`src/rtl/seg7_scan_driver.sv`:
```
// Multiplexed common-anode seven-segment driver with a tear-free pending/shadow buffer.
// Optional display blinking is enabled by defining SEG7_BLINK_EN.
module seg7_scan_driver #(
  parameter int DIGITS       = 4,
  parameter int REFRESH_DIV  = 50000
`ifdef SEG7_BLINK_EN
  ,
  parameter int BLINK_FRAMES = 64
`endif
) (
  input  logic                  clk,
  input  logic                  reset,
  input  logic [4*DIGITS-1:0]   data_in,
  input  logic                  load,
  input  logic                  lz_blank,
`ifdef SEG7_BLINK_EN
  input  logic                  blink,
`endif
  output logic                  update_pending,
  output logic [6:0]            seg,
  output logic [DIGITS-1:0]     an,
  output logic                  frame_tick
);

  localparam int IDX_W = (DIGITS > 1) ? $clog2(DIGITS) : 1;
  localparam int PRE_W = $clog2(REFRESH_DIV);

  typedef logic [DIGITS-1:0][3:0] word_t;

  function automatic logic [6:0] decode(input logic [3:0] n);
    logic [6:0] s;
    case (n)
      4'h0: s = 7'b0000001;
      4'h1: s = 7'b1001111;
      4'h2: s = 7'b0010010;
      4'h3: s = 7'b0000110;
      4'h4: s = 7'b1001100;
      4'h5: s = 7'b0100100;
      4'h6: s = 7'b0100000;
      4'h7: s = 7'b0001111;
      4'h8: s = 7'b0000000;
      4'h9: s = 7'b0000100;
      4'hA: s = 7'b1001000;
      4'hB: s = 7'b0001000;
      4'hC: s = 7'b0011000;
      4'hD: s = 7'b0111000;
      4'hE: s = 7'b1111110;
      default: s = 7'b1111111;
    endcase
    return s;
  endfunction

  logic [PRE_W-1:0]  presc_q, presc_d;
  logic [IDX_W-1:0]  idx_q, idx_d;
  word_t             pend_q, pend_d, shad_q, shad_d;
  logic              upd_q, upd_d;
  logic [6:0]        seg_q, seg_d;
  logic [DIGITS-1:0] an_q, an_d;
  logic              ft_q, ft_d;

  logic              tick, wrap, zero_run;
  logic [DIGITS-1:0] lz_mask;
  logic [3:0]        nib;

`ifdef SEG7_BLINK_EN
  localparam int CNT_W = $clog2(2*BLINK_FRAMES);
  logic [CNT_W-1:0] bcnt_q, bcnt_d;
`endif

  always_comb begin
    tick    = (presc_q == PRE_W'(REFRESH_DIV-1));
    wrap    = tick && (idx_q == IDX_W'(DIGITS-1));
    presc_d = tick ? '0 : presc_q + PRE_W'(1);
    idx_d   = idx_q;
    if (tick) idx_d = wrap ? '0 : idx_q + IDX_W'(1);

    pend_d = load ? word_t'(data_in) : pend_q;
    shad_d = wrap ? pend_q : shad_q;
    upd_d  = load ? 1'b1 : (wrap ? 1'b0 : upd_q);
    ft_d   = wrap;

    // Blanking looks at the buffer that will be on screen after this edge,
    // so the first digit of a new frame already sees the swapped word.
    lz_mask  = '0;
    zero_run = 1'b1;
    for (int i = DIGITS-1; i > 0; i--) begin
      zero_run   = zero_run && (shad_d[i] == 4'h0);
      lz_mask[i] = zero_run;
    end
    nib = shad_d[idx_d];

`ifdef SEG7_BLINK_EN
    bcnt_d = bcnt_q;
    if (wrap) begin
      if (!blink || bcnt_q == CNT_W'(2*BLINK_FRAMES-1)) bcnt_d = '0;
      else                                              bcnt_d = bcnt_q + CNT_W'(1);
    end
`endif

    seg_d = seg_q;
    an_d  = an_q;
    if (tick) begin
      seg_d = (lz_blank && lz_mask[idx_d]) ? 7'b1111111 : decode(nib);
      an_d  = ~(DIGITS'(1) << idx_d);
`ifdef SEG7_BLINK_EN
      if (bcnt_d >= CNT_W'(BLINK_FRAMES)) begin
        seg_d = 7'b1111111;
        an_d  = '1;
      end
`endif
    end
  end

  always_ff @(posedge clk or posedge reset) begin
    if (reset) begin
      presc_q <= '0;
      idx_q   <= '0;
      pend_q  <= '1;
      shad_q  <= '1;
      upd_q   <= 1'b0;
      seg_q   <= 7'b1111111;
      an_q    <= ~DIGITS'(1);
      ft_q    <= 1'b0;
`ifdef SEG7_BLINK_EN
      bcnt_q  <= '0;
`endif
    end else begin
      presc_q <= presc_d;
      idx_q   <= idx_d;
      pend_q  <= pend_d;
      shad_q  <= shad_d;
      upd_q   <= upd_d;
      seg_q   <= seg_d;
      an_q    <= an_d;
      ft_q    <= ft_d;
`ifdef SEG7_BLINK_EN
      bcnt_q  <= bcnt_d;
`endif
    end
  end

  assign update_pending = upd_q;
  assign seg            = seg_q;
  assign an             = an_q;
  assign frame_tick     = ft_q;

endmodule

```
`config.mk`:
```
export PLATFORM = sky130hd
export DESIGN_NAME = seg7_scan_driver
export DESIGN_NICKNAME = d
export VERILOG_FILES = /design/src/rtl/seg7_scan_driver.sv
export SDC_FILE = /design/constraint.sdc
export NUM_CORES = 1
export LEC_CHECK = 0
export BUFFER_PORTS_ARGS = -buffer_cell sky130_fd_sc_hd__buf_2
export CAP_MARGIN = 0
export CORE_MARGIN = 2
export CORE_UTILIZATION = 59
export DETAILED_ROUTE_END_ITERATION = 10
export PLACE_DENSITY = 0.78
export SYNTH_ARGS = -nofsm -noshare
export SYNTH_HDL_FRONTEND = slang
export SYNTH_SLANG_ARGS = --single-unit
```
`constraint.sdc`:
```
create_clock -name clk -period 4.2 [get_ports clk]
set_input_delay 1.05 -clock clk [delete_from_list [all_inputs] [get_ports clk]]
set_output_delay 1.05 -clock clk [all_outputs]
set_load 0.05 [all_outputs]
```
==> results.json <==
{
  "vdd_drop_max_mv": 0.282,
  "drtAntennaViolNets": 0,
  "grt_pass1_wl_um": 11200,
  "cts_buffers": 9,
  "maxCapViolCount": 0,
  "synth_edf_count": 0,
  "clock_latency_ps": 350,
  "fp.dieH_um": 78.0,
  "skew_ps": 7.79,
  "cp-start-kind": "flip-flop",
  "antenna_found_initial": 0,
  "post_cts_resize_count": 0,
  "critPathTopFamily": "simple AND/OR/NAND/NOR gates",
  "setup_tns_ps": 0,
  "diodes": 0,
  "ff2ff_setup_slack_ps": 660,
  "grtUsageTotal": 0.238,
  "relSlewSlack": 0.376,
  "synth_area_leader_cell": "dfstp_2",
  "cts_max_path_buffers": 2,
  "die-area_um2": 6080,
  "ios": 33,
  "drc_errors": 0,
  "syn_area_per_cell_um2": 10.8,
  "syn-cell-area_um2": 3230,
  "grt_setup_unrepaired": "no",
  "die_x_um": 78.0,
  "grt_overflow": 0,
  "clk_pin_slew_worst_paths_ps": 70,
  "grt_start_max_net_pins": 49,
  "async_reset_ff_frac": 1.00,
  "synthDistinctLibCells": 47,
  "place_worst_setup_slack_ps": 697,
  "period_share": 0.842,
  "clockRootBuffer": "clkbuf_8",
  "path_buf_inv": 1,
  "synth_most_common_cell": "nand2_1",
  "dr.pass1.iters": 4,
  "area_delta_synth_final_pct": 13.9,
  "slew_violations": 0,
  "critPathSlowestCell": "or4_4",
  "drt_iter0_drc": 159,
  "syn-num-nets": 328,
  "nNetsFinal": 363,
  "p_leak_nw": 1.69,
  "dominantRegCellSynth": "dfstp_2",
  "critPathMaxStageDelay_ps": 700,
  "ys_seq_area_frac": 0.505,
  "worstHoldStart": "shad_q[4]",
  "synth-seq-cells": 63,
  "yosys_warnings": 0,
  "row_count": 26,
  "io_buffers": 32,
  "worstMarginPinSlew_ps": 934,
  "rr_worst_depth": 10,
  "critPathKind": "reg -> reg",
  "reg2reg_from": "presc_q[12]",
  "worstPathArrival_ps": 3810,
  "clock_sinks": 63,
  "drive_gt1_frac": 0.388,
  "power_mw": 1.26,
  "avgViaCountPerCell": 5.62,
  "crit_fanout": 19,
  "routed_wl_um": 6360,
  "grt_pass1_vias": 2361,
  "dpl.hpwl_um": 4520,
  "synth_top_area_frac": 0.342,
  "cpMostUsedCell": "mux2_2",
  "cp.required_ps": 4470,
  "netlist_instances": 300,
  "yosys-top-cells-area": "dfstp_2, dfrtp_1, mux2_2",
  "htreeDepth": 3,
  "initial_utilization": 0.620,
  "worstHoldEndpoint": "shad_q[4]",
  "cts_tree": "done",
  "ctsHoldBuffers": 0,
  "post-route-worst-setup-slack_ps": 664,
  "path_cells": "or4bb_1, or4_4, mux2_2, mux2_2, mux2i_4, ha_1, inv_1, mux2i_1, a22o_1, a21oi_1",
  "core_um2": 5200,
  "wl_per_cell_um": 15.5,
  "outcome": "finished, final reports clean",
  "post_cts_buffers": 0,
  "synth_commonest_cells": "nand2_1, dfstp_2, mux2_2",
  "r2r_end": "seg[3]",
  "vias": 2305,
  "final_hold_viol_count": 0,
  "gp_congestion": 0.828,
  "powerDensity_nw_per_um2": 343,
  "setup_violations": 0,
  "worstSetupEndpointType": "flip-flop",
  "whs_path_depth": 2,
  "hold_class": "reg -> reg",
  "max_freq_ghz": 0.283,
  "final.min_clock_period_ps": 3540,
  "final_util": 0.706
}
state kept, by name (all words and copies together) (netlist names):
name and cells:
update_pending 1, frame_tick 1, pend_q 16, shad_q 16
idx_q 2, an 4, seg 7, presc_q 16
where the power goes:
part           switching [mW]  leakage (nW)  total, mW  internal, mW
clock network           0.228         0.109      0.567         0.339
logic                  0.0215         0.866     0.0445        0.0229
registers              0.0145         0.711      0.650         0.636
total                   0.264          1.69       1.26         0.998
placed cells by master (no fill, tap or decap), types with 4 or more instances in the layout:
cell      count
nand2_1      54
dfstp_2      42
buf_2        32
mux2_2       28
nor2_1       27
dfrtp_1      21
mux2i_1      16
clkbuf_8     13
nand3_1      10
a21oi_1       9
xor2_1        8
ha_1          8
inv_1         7
o21ai_0       6
xnor2_1       5
a31oi_1       4
buf_4         4
worst min-delay path, cell delays in order (launching register included):
cell	delay (ps)
dfstp_2	370
nand2_1	50
nand2_1	40
worst max-delay path by stage:
| stage | start | to | slack (ps) | depth (start not counted) |
|---|---|---|---|---|
| floorplan | presc_q[4] | seg[3] | 790 | 12 |
| global placement | presc_q[12] | seg[3] | 840 | 10 |
| detailed placement | presc_q[12] | seg[3] | 700 | 10 |
| CTS | presc_q[12] | seg[3] | 670 | 10 |
| global route | presc_q[12] | seg[3] | 370 | 12 |
| finish | presc_q[12] | seg[3] | 660 | 10 |
stage by stage:
step                      cell area (um2)  std cells  hold WS [ps]
after global placement               3460        394           445
after floorplan                      3230        300           425
after CTS                            3680        410           459
after global routing                 3680        410           485
final                                3680        410           461
after detailed placement             3460        394           450
routing by layer:
metal | track usage | routed length (um) | share of wire | vias up
met5 | 0 | 0 | 0 | -
met4 | 0.107 | 149 | 0.023 | 0
met3 | 0.0674 | 228 | 0.036 | 15
met2 | 0.378 | 3020 | 0.47 | 42
met1 | 0.304 | 2960 | 0.47 | 1134
li1 | - | - | - | 1114
final cells by class:
class                           instances  area (um2)
Clock inverter                          2        37.5
Inverter                                8        30.0
Timing Repair Buffer                   36         190
Multi-Input combinational cell        217        1520
Fill cell                             386        1530
Tap cell                               70        87.6
Clock buffer                           14         183
Sequential cell                        63        1630
cells by family after synthesis:
group	count (synthesis)	synth area share
XOR/XNOR	13	0.0353
AO/OA/AOI/OAI	36	0.0775
adder cells (fa/ha/maj)	8	0.0310
multiplexers	47	0.166
AND/OR/NAND/NOR	113	0.160
flip-flops	63	0.505
buffers and inverters	20	0.0264
(Power assumes the default switching activity.)
